`src/rtl/counter_sequencer.sv`:
```
// Sequencer driving an external down-counter: configurable period and prescale,
// one-shot or auto-reload, with a one-cycle tick on each terminal count.
module counter_sequencer #(
    parameter int unsigned WIDTH = 8,
    parameter int unsigned PS_W  = 4
) (
    input  logic             clk,
    input  logic             rst,
    input  logic             cfg_valid,
    output logic             cfg_ready,
    input  logic [WIDTH-1:0] cfg_period,
    input  logic [PS_W-1:0]  cfg_prescale,
    input  logic             cfg_periodic,
    input  logic             start,
    input  logic             stop,
    output logic             cnt_load,
    output logic [WIDTH-1:0] cnt_load_val,
    output logic             cnt_en,
    input  logic [WIDTH-1:0] cnt_q,
    output logic             busy,
    output logic             tick,
    output logic             done
);

    typedef enum logic [1:0] {IDLE, LOAD, RUN, DONE} state_t;

    state_t            state;
    state_t            state_nxt;
    logic [WIDTH-1:0]  period_r;
    logic [PS_W-1:0]   prescale_r;
    logic              periodic_r;
    logic [PS_W-1:0]   ps_cnt;
    logic [PS_W-1:0]   ps_cnt_nxt;

    logic              idle_like;
    logic              cfg_hs;
    logic [WIDTH-1:0]  eff_period;
    logic              step;
    logic              term;
    logic              load_c;
    logic              en_c;
    logic              tick_c;

    assign idle_like  = (state == IDLE) || (state == DONE);
    assign cfg_hs     = cfg_valid && idle_like && !rst;
    // A start in the same cycle as a handshake sees the offered period.
    assign eff_period = cfg_hs ? cfg_period : period_r;
    assign step       = (state == RUN) && (ps_cnt == prescale_r);
    assign term       = step && (cnt_q == WIDTH'(1));

    // Next-state and counter-strobe logic
    always_comb begin
        state_nxt  = state;
        ps_cnt_nxt = ps_cnt;
        load_c     = 1'b0;
        en_c       = 1'b0;
        tick_c     = 1'b0;
        case (state)
            IDLE, DONE: begin
                if (start && !stop && (eff_period != '0)) begin
                    state_nxt = LOAD;
                end
            end
            LOAD: begin
                if (stop) begin
                    state_nxt = IDLE;
                end else begin
                    load_c     = 1'b1;
                    ps_cnt_nxt = '0;
                    state_nxt  = RUN;
                end
            end
            RUN: begin
                if (stop) begin
                    state_nxt = IDLE;
                end else begin
                    ps_cnt_nxt = step ? '0 : ps_cnt + PS_W'(1);
                    if (term) begin
                        tick_c = 1'b1;
                        if (periodic_r) begin
                            load_c = 1'b1;
                        end else begin
                            en_c      = 1'b1;
                            state_nxt = DONE;
                        end
                    end else if (step) begin
                        en_c = 1'b1;
                    end
                end
            end
            default: state_nxt = IDLE;
        endcase
    end

    // State, shadow configuration and prescale counter
    always_ff @(posedge clk) begin
        if (rst) begin
            state      <= IDLE;
            period_r   <= '0;
            prescale_r <= '0;
            periodic_r <= 1'b0;
            ps_cnt     <= '0;
        end else begin
            state  <= state_nxt;
            ps_cnt <= ps_cnt_nxt;
            if (cfg_hs) begin
                period_r   <= cfg_period;
                prescale_r <= cfg_prescale;
                periodic_r <= cfg_periodic;
            end
        end
    end

    // Reset masks the outputs so they are defined before the first edge.
    assign cfg_ready    = rst || idle_like;
    assign cnt_load     = !rst && load_c;
    assign cnt_en       = !rst && en_c;
    assign tick         = !rst && tick_c;
    assign cnt_load_val = rst ? '0 : period_r;
    assign busy         = !rst && ((state == LOAD) || (state == RUN));
    assign done         = !rst && (state == DONE);

endmodule

```
`config.mk`:
```
export PLATFORM = sky130hd
export DESIGN_NAME = counter_sequencer
export DESIGN_NICKNAME = d
export VERILOG_FILES = /design/src/rtl/counter_sequencer.sv
export SDC_FILE = /design/constraint.sdc
export NUM_CORES = 1
export LEC_CHECK = 0
export BUFFER_PORTS_ARGS = -buffer_cell sky130_fd_sc_hd__buf_2
export CORE_ASPECT_RATIO = 1.75
export CORE_MARGIN = 5
export CORE_UTILIZATION = 38
export DETAILED_ROUTE_END_ITERATION = 8
export GPL_TIMING_DRIVEN = 0
export HOLD_SLACK_MARGIN = 0.06
export PLACE_DENSITY = 0.63
export SLEW_MARGIN = 20
export SYNTH_ARGS = -nofsm -noshare
export SYNTH_HDL_FRONTEND = slang
export SYNTH_SLANG_ARGS = --single-unit
```
`constraint.sdc`:
```
create_clock -name clk -period 1.7 [get_ports clk]
set_input_delay 0.425 -clock clk [delete_from_list [all_inputs] [get_ports clk]]
set_output_delay 0.425 -clock clk [all_outputs]
set_load 0.02 [all_outputs]
```
==> reports/qor.txt, run 1 <==
Clock network power share -> 0.207
Number of H-tree branching levels -> 1
Routed length on met1 -> 1110 microns
Static leakage -> 0.6811 nW
Minimum setup slack in the final design -> -246.7 ps
Count of nets left with antenna violations after detail routing -> 0
Cell count after synthesis -> 136
Synthesized flop and latch total -> 19
Largest cells by area after synthesis -> sky130_fd_sc_hd__dfxtp_1, sky130_fd_sc_hd__nand2_1, sky130_fd_sc_hd__a21oi_1
Startpoint class of the critical path -> flop
Initial antenna violation count -> 0
Share of synthesized area occupied by flip-flops and latches -> 0.3466
Beginning of the worst register-to-register path -> ps_cnt[2]$_SDFFE_PP0P_
Metal3 WL -> 203 microns
Max incr delay on CP -> 360 ps
Highest-count cells in the layout ignoring fill and taps -> sky130_fd_sc_hd__buf_2, sky130_fd_sc_hd__nand2_1, sky130_fd_sc_hd__a21oi_1
Max-Slew Margin vs Limit -> 0.6677
Failing checks -> setup timing
Power, Total -> 1.474 mW
DRC viols -> 0
Worst Setup Slack post-DPL -> -369.8 ps
DRT Pass-1 Iters -> 4
Fraction of power consumed by combinational cells -> 0.405
Count of buffers from port buffering -> 39
Share of power burned in registers -> 0.387
Number of design-rule violations left by the first detailed-router iteration -> 26
Psw -> 525.2 uW
Fmax -> 513.7 MHz
Synth-to-layout area growth -> 51.20%
Worst reg2reg path depth -> 6
Register clock-pin slew on the reported worst setup and hold paths -> 70 ps
Clock tree from TritonCTS -> done
Total nets after synthesis -> 166
Transition time at the pin with the least slew margin -> 498.4 ps
Count of endpoints failing setup in the final report -> 3
Post-route clock period utilization -> 1.145
Mean instance size in the synthesized netlist -> 8.068 sq um
Final hold violation count -> 0
Buffering stage count on the worst path with inverters included -> 1
Number of antenna repair diodes -> 0
Switching Share -> 0.3562
Setup slack of the worst register-to-register path -> 160 ps
CTS buffer count -> 3
Hold Buf Count CTS -> 0
Clock Tree Buf Depth -> 2
Count of clock tree sinks -> 19
Result of the run -> finished, violations left
Average wire per standard cell -> 15.23 microns
Global-route wire length before repair -> 5464 microns
Critical-path top delay cell -> sky130_fd_sc_hd__dfxtp_4
Met2 Routed Length -> 1832 microns
Post-synthesis cell area -> 1097 sq um
Family with the most delay on the worst path -> simple AND/OR/NAND/NOR gates
Power density over cell area -> 888.7 nW/um^2
Final critical delay including setup and external delays -> 1947 ps
P_int -> 949.2 uW
Number of violations of the max-capacitance limit -> 0
Highest metal layer with signal wires -> met4
CTS Root Buffer Type -> sky130_fd_sc_hd__clkbuf_8
Largest net degree at the start of global routing -> 12
Via count of the first global-routing pass -> 1248
Cell area after layout -> 1659 sq um
Number of rows created at floorplan -> 25
Stages on worst setup path -> 5
Hold/Removal Path Class -> primary input to flop
Chip Height -> 81.09 microns
Global router's overall resource usage -> 0.1705
Critical path arrival -> 1520 ps
Start point of the critical path -> ps_cnt[2]$_SDFFE_PP0P_
Kind of end point of the critical path -> output pin
Worst-path maximum fanout -> 2
Yosys synthesis warning count -> 0
Category of the critical setup timing path -> flop to output pin
Ratio of routed vias to standard cells -> 5.526
Worst hold stages -> 3
Total via count in the routed design -> 1188
Routed wire length -> 3274 microns
Full die area -> 4105 sq um
Post-Route Skew -> 0.8714 ps
Fraction of layout cells with a size suffix above 1 -> 0.4947
Final core occ -> 0.6027
Core outline area -> 2753 sq um
Critical Path, Cell by Cell -> xnor2_2 -> and4_4 -> a41oi_4 -> nor3_4 -> buf_6
Peak supply drop -> 0.6372 mV
Clock latency on the worst-skew pair -> 250 ps
HPWL Detailed -> 2530 microns
Launch instance of the worst min-delay path -> cfg_prescale[1]
Starting Density -> 0.3986
Gp weighted congestion -> 0.8229
Chip Width -> 50.62 microns
Commonest non-fill, non-tap cell in the layout -> sky130_fd_sc_hd__buf_2
Residual overflow from global routing -> 0
NumNets Final -> 219
Synth top area share -> 0.3466
Distinct cell type count after synthesis -> 36
Largest area contributor in the netlist -> sky130_fd_sc_hd__dfxtp_1
RSZ-0062 raised after global routing -> true
Number of pins exceeding their max-slew limit in the final report -> 0
I/O pin total -> 40
Worst endpoint required time -> 1270 ps
Dpl cell area -> 1365 sq um
[area by class of cell]
class	instances	area [sq um]
Timing Repair Buffer	49	326.6
Buffer	4	26.28
Multi-Input combinational cell	105	798.3
Clock inverter	1	5.005
Clock buffer	3	41.29
Sequential cell	19	399.1
Tap cell	27	33.78
Inverter	7	28.78
Fill cell	251	1094
[cells by family (layout without fill, tap and decap cells)]
kind of cell | count (synthesis) | after routing | share of synthesized area
AOI/OAI and AO/OA | 28 | 28 | 0.1733
xor gates and xnor gates | 4 | 4 | 0.03192
adders and majority gates | 4 | 4 | 0.04561
buffers and inverters | 12 | 64 | 0.04105
DFF | 19 | 19 | 0.3466
muxes | 1 | 1 | 0.009122
and+or+nand+nor | 68 | 68 | 0.3524
[worst reg2reg max path, stage by stage (launching register included)]
cell,delay [ps]
sky130_fd_sc_hd__dfxtp_4,360
sky130_fd_sc_hd__xnor2_2,180
sky130_fd_sc_hd__and4_4,270
sky130_fd_sc_hd__buf_6,110
sky130_fd_sc_hd__buf_4,100
sky130_fd_sc_hd__a311oi_1,100
sky130_fd_sc_hd__a2111oi_2,310
[power groups by stage]
stage          combinational, mW  clock [mW]  sequential, mW
3_3_place_gp               0.444           0           0.563
4_1_cts                    0.560       0.311           0.566
6_report                   0.598       0.306           0.571
2_1_floorplan              0.327           0           0.551
3_5_place_dp               0.458           0           0.567
5_1_grt                    0.652       0.332           0.578
[synth_stat cells (all sizes together)]
library cell / count
ha: 4
dfxtp: 19
nand3: 1
nand4: 2
or2: 1
inv: 7
a22oi: 1
buf: 2
nand2b: 3
o211ai: 1
and3: 2
a31oi: 1
a2111oi: 2
a21oi: 15
o311ai: 1
and4: 1
nand2: 29
xnor2: 4
nand3b: 1
mux2i: 1
nor2: 8
clkbuf: 3
nor4: 6
nor3: 2
a221oi: 1
or4: 1
a41oi: 2
o21ai: 2
nor2b: 11
a311oi: 2
[worst paths after layout]
| check | end |
|---|---|
| setup / recovery | cnt_load |
| hold / removal | prescale_r[1]$_SDFFE_PP0N_ |
| setup reg to reg | state[0]$_SDFFE_PP0P_ |
| hold reg to reg | prescale_r[0]$_SDFFE_PP0N_ |
[metal layers]
metal	vias up	global-route usage
li1	585	-
met1	543	0.1704
met2	48	0.3246
met3	12	0.02202
met4	0	0.09207
met5	-	0
[flip-flops by register name, indices dropped and copies added (netlist names)]
name / count
periodic_r: 1
state: 2
ps_cnt: 4
period_r: 8
prescale_r: 4
[metrics by stage]
stage | hold slack (ps) | cells | setup TNS, ps
final | 400.4 | 215 | -608.7
after global routing | 410.2 | 215 | -823.6
after CTS | 398.2 | 215 | -617.1
after global placement | 461.1 | 202 | -3359
after floorplan | 448.8 | 136 | -56.93
after detailed placement | 464.4 | 202 | -3921
[repair_timing]
item,CTS,global route
setup buffers,9,1
endpoints found under the setup margin,21,20
resized for setup,38,15
pin swaps,8,2
No activity file was read; power rests on OpenSTA's default activity.
==> inputs of run 2 (changes only) <==
Settings changed: CORE_UTILIZATION 38 to 48, PLACE_DENSITY 0.63 to 0.77.
==> reports/qor.txt, run 2 (synthesis results as in run 1) <==
Failing checks -> setup timing
Full die area -> 3380 sq um (-18%)
Clock latency on the worst-skew pair -> 260 ps (about the same)
Worst-path maximum fanout -> 4 (+2)
Register clock-pin slew on the reported worst setup and hold paths -> 70 ps (about the same)
Power density over cell area -> 888.0 nW/um^2 (about the same)
Chip Height -> 73.25 microns (-9.7%)
Critical-path top delay cell -> sky130_fd_sc_hd__dfxtp_4
Max FFs per register -> 8 (unchanged)
Total via count in the routed design -> 1231 (+3.6%)
Average wire per standard cell -> 15.87 microns (+4.2%)
Synth-to-layout area growth -> 53.59%
Post-route clock period utilization -> 1.121 (-0.02364)
Global-route wire length before repair -> 4919 microns (-10%)
I/O pin total -> 40 (unchanged)
DRT Pass-1 Iters -> 4 (unchanged)
Largest register by flop count -> period_r
Count of clock tree sinks -> 19 (unchanged)
Number of rows created at floorplan -> 23 (-8.0%)
Hold Buf Count CTS -> 0 (unchanged)
Routed wire length -> 3460 microns (+5.7%)
Count of buffers from port buffering -> 39 (unchanged)
Stages on worst setup path -> 5 (unchanged)
Via count of the first global-routing pass -> 1156 (-7.4%)
Number of antenna repair diodes -> 0 (unchanged)
Result of the run -> finished, violations left
Final critical delay including setup and external delays -> 1906 ps (-40.19 ps)
Transition time at the pin with the least slew margin -> 481.5 ps (-16.96 ps)
Largest registers -> period_r: 8 flops, prescale_r: 4 flops, ps_cnt: 4 flops
DRC viols -> 0 (unchanged)
Chip Width -> 46.14 microns (-8.9%)
Worst hold stages -> 3 (unchanged)
Hold slack final -> 389.2 ps (-11.22 ps)
Startpoint class of the critical path -> flop
Core outline area -> 2245 sq um (-18%)
Count of endpoints failing setup in the final report -> 4 (+1)
Number of H-tree branching levels -> 1 (unchanged)
Family with the most delay on the worst path -> simple AND/OR/NAND/NOR gates
Fraction of layout cells with a size suffix above 1 -> 0.4974 (+0.002728)
Buffering stage count on the worst path with inverters included -> 1 (unchanged)
Final core occ -> 0.7508 (+0.1481)
RSZ-0062 raised after global routing -> true
CTS buffer count -> 3 (unchanged)
Power, Total -> 1.497 mW (+1.5%)
Commonest non-fill, non-tap cell in the layout -> sky130_fd_sc_hd__buf_2
Max-Slew Margin vs Limit -> 0.6790 (+0.01131)
Worst reg2reg path depth -> 6 (unchanged)
Static leakage -> 0.6993 nW (+2.7%)
Hold/Removal Path Class -> primary input to flop
Category of the critical setup timing path -> flop to output pin
HPWL Detailed -> 2330 microns (-7.9%)
Number of pins exceeding their max-slew limit in the final report -> 0 (unchanged)
Post-Route Skew -> 3.494 ps (+2.622 ps)
Worst endpoint required time -> 1270 ps (about the same)
CTS Root Buffer Type -> sky130_fd_sc_hd__clkbuf_8
Final hold violation count -> 0 (unchanged)
Global router's overall resource usage -> 0.1976 (+0.02711)
Clock tree from TritonCTS -> done
Clock Tree Buf Depth -> 2 (unchanged)
Count of nets left with antenna violations after detail routing -> 0 (unchanged)
Fmax -> 524.5 MHz (+2.1%)
Critical path arrival -> 1480 ps (-40 ps)
NumNets Final -> 224 (+2.3%)
Peak supply drop -> 0.8361 mV (+31%)
Highest-count cells in the layout ignoring fill and taps -> sky130_fd_sc_hd__buf_2, sky130_fd_sc_hd__nand2_1, sky130_fd_sc_hd__buf_4
Initial antenna violation count -> 0 (unchanged)
Number of violations of the max-capacitance limit -> 0 (unchanged)
Starting Density -> 0.4889 (+0.09022)
Largest net degree at the start of global routing -> 11 (-1)
Minimum setup slack in the final design -> -206.5 ps (+40.19 ps)
Max incr delay on CP -> 370 ps (about the same)
Critical Path, Cell by Cell -> xnor2_4 -> and4_4 -> a41oi_2 -> nor3_4 -> buf_6
Ratio of routed vias to standard cells -> 5.647 (+2.2%)
Kind of end point of the critical path -> output pin
Number of design-rule violations left by the first detailed-router iteration -> 36 (+38%)
Gp weighted congestion -> 0.9725 (+18%)
Residual overflow from global routing -> 0 (unchanged)
-- run 2: cell types whose count changed in the layout (fill, tap and decap cells not counted), moves of 2 or more --
| cell | delta |
|---|---|
| sky130_fd_sc_hd__clkbuf_1 | +2 |
| sky130_fd_sc_hd__xnor2_4 | +2 |
| sky130_fd_sc_hd__buf_4 | +5 |
| sky130_fd_sc_hd__xnor2_2 | -2 |
-- run 2: stage by stage --
step	setup TNS [ps]	instance area [sq um]	worst slack (ps)	std cells
floorplan	-56.93	1136	-56.93	136
global placement	-2757	1363	-356.1	200
finish	-644.8	1685	-206.5	218
CTS	-645.4	1540	-272.7	209
global route	-869.0	1685	-241.4	218
detailed placement	-3472	1363	-400.3	200
-- run 2: per-layer routing --
metal,routed length [microns],share of wire,GRT usage
met4,63,0.018,0.1108
met3,244,0.071,0.02941
met2,1963,0.57,0.3650
met5,0,0,0
met1,1189,0.34,0.1942
-- run 2: worst paths after layout --
check / from / endpoint / slack, ps
max: ps_cnt[1]$_SDFFE_PP0P_ / cnt_load / -210
min: cfg_prescale[0] / prescale_r[0]$_SDFFE_PP0N_ / 390
max reg2reg: ps_cnt[1]$_SDFFE_PP0P_ / ps_cnt[2]$_SDFFE_PP0P_ / 20
min reg2reg: prescale_r[0]$_SDFFE_PP0N_ / prescale_r[0]$_SDFFE_PP0N_ / 490
-- run 2: final cells by class --
cell class,instances,area [sq um]
Buffer,5,27.53
Timing Repair Buffer,53,352.8
Multi-Input combinational cell,105,799.5
Fill cell,159,559.3
Tap cell,25,31.28
Sequential cell,19,402.9
Inverter,7,26.28
Clock buffer,4,45.04
-- run 2: repair_timing --
item                                    in CTS  in global routing
pin swaps                                    8                 10
gates resized for setup                     29                 20
endpoints found under the setup margin      19                 17
setup buffers                                5                  9
-- run 2: worst register-to-register path, stage by stage (launching register included) --
cell and delay [ps]:
sky130_fd_sc_hd__dfxtp_4 370, sky130_fd_sc_hd__xnor2_4 140, sky130_fd_sc_hd__buf_4 140, sky130_fd_sc_hd__buf_4 130
sky130_fd_sc_hd__a41oi_1 380, sky130_fd_sc_hd__a21oi_1 150, sky130_fd_sc_hd__a311oi_1 270
-- run 2: report_power, final --
group	switching (mW)	internal (mW)
Combinational	0.320	0.305
Clock	0.148	0.167
Sequential	0.0607	0.496
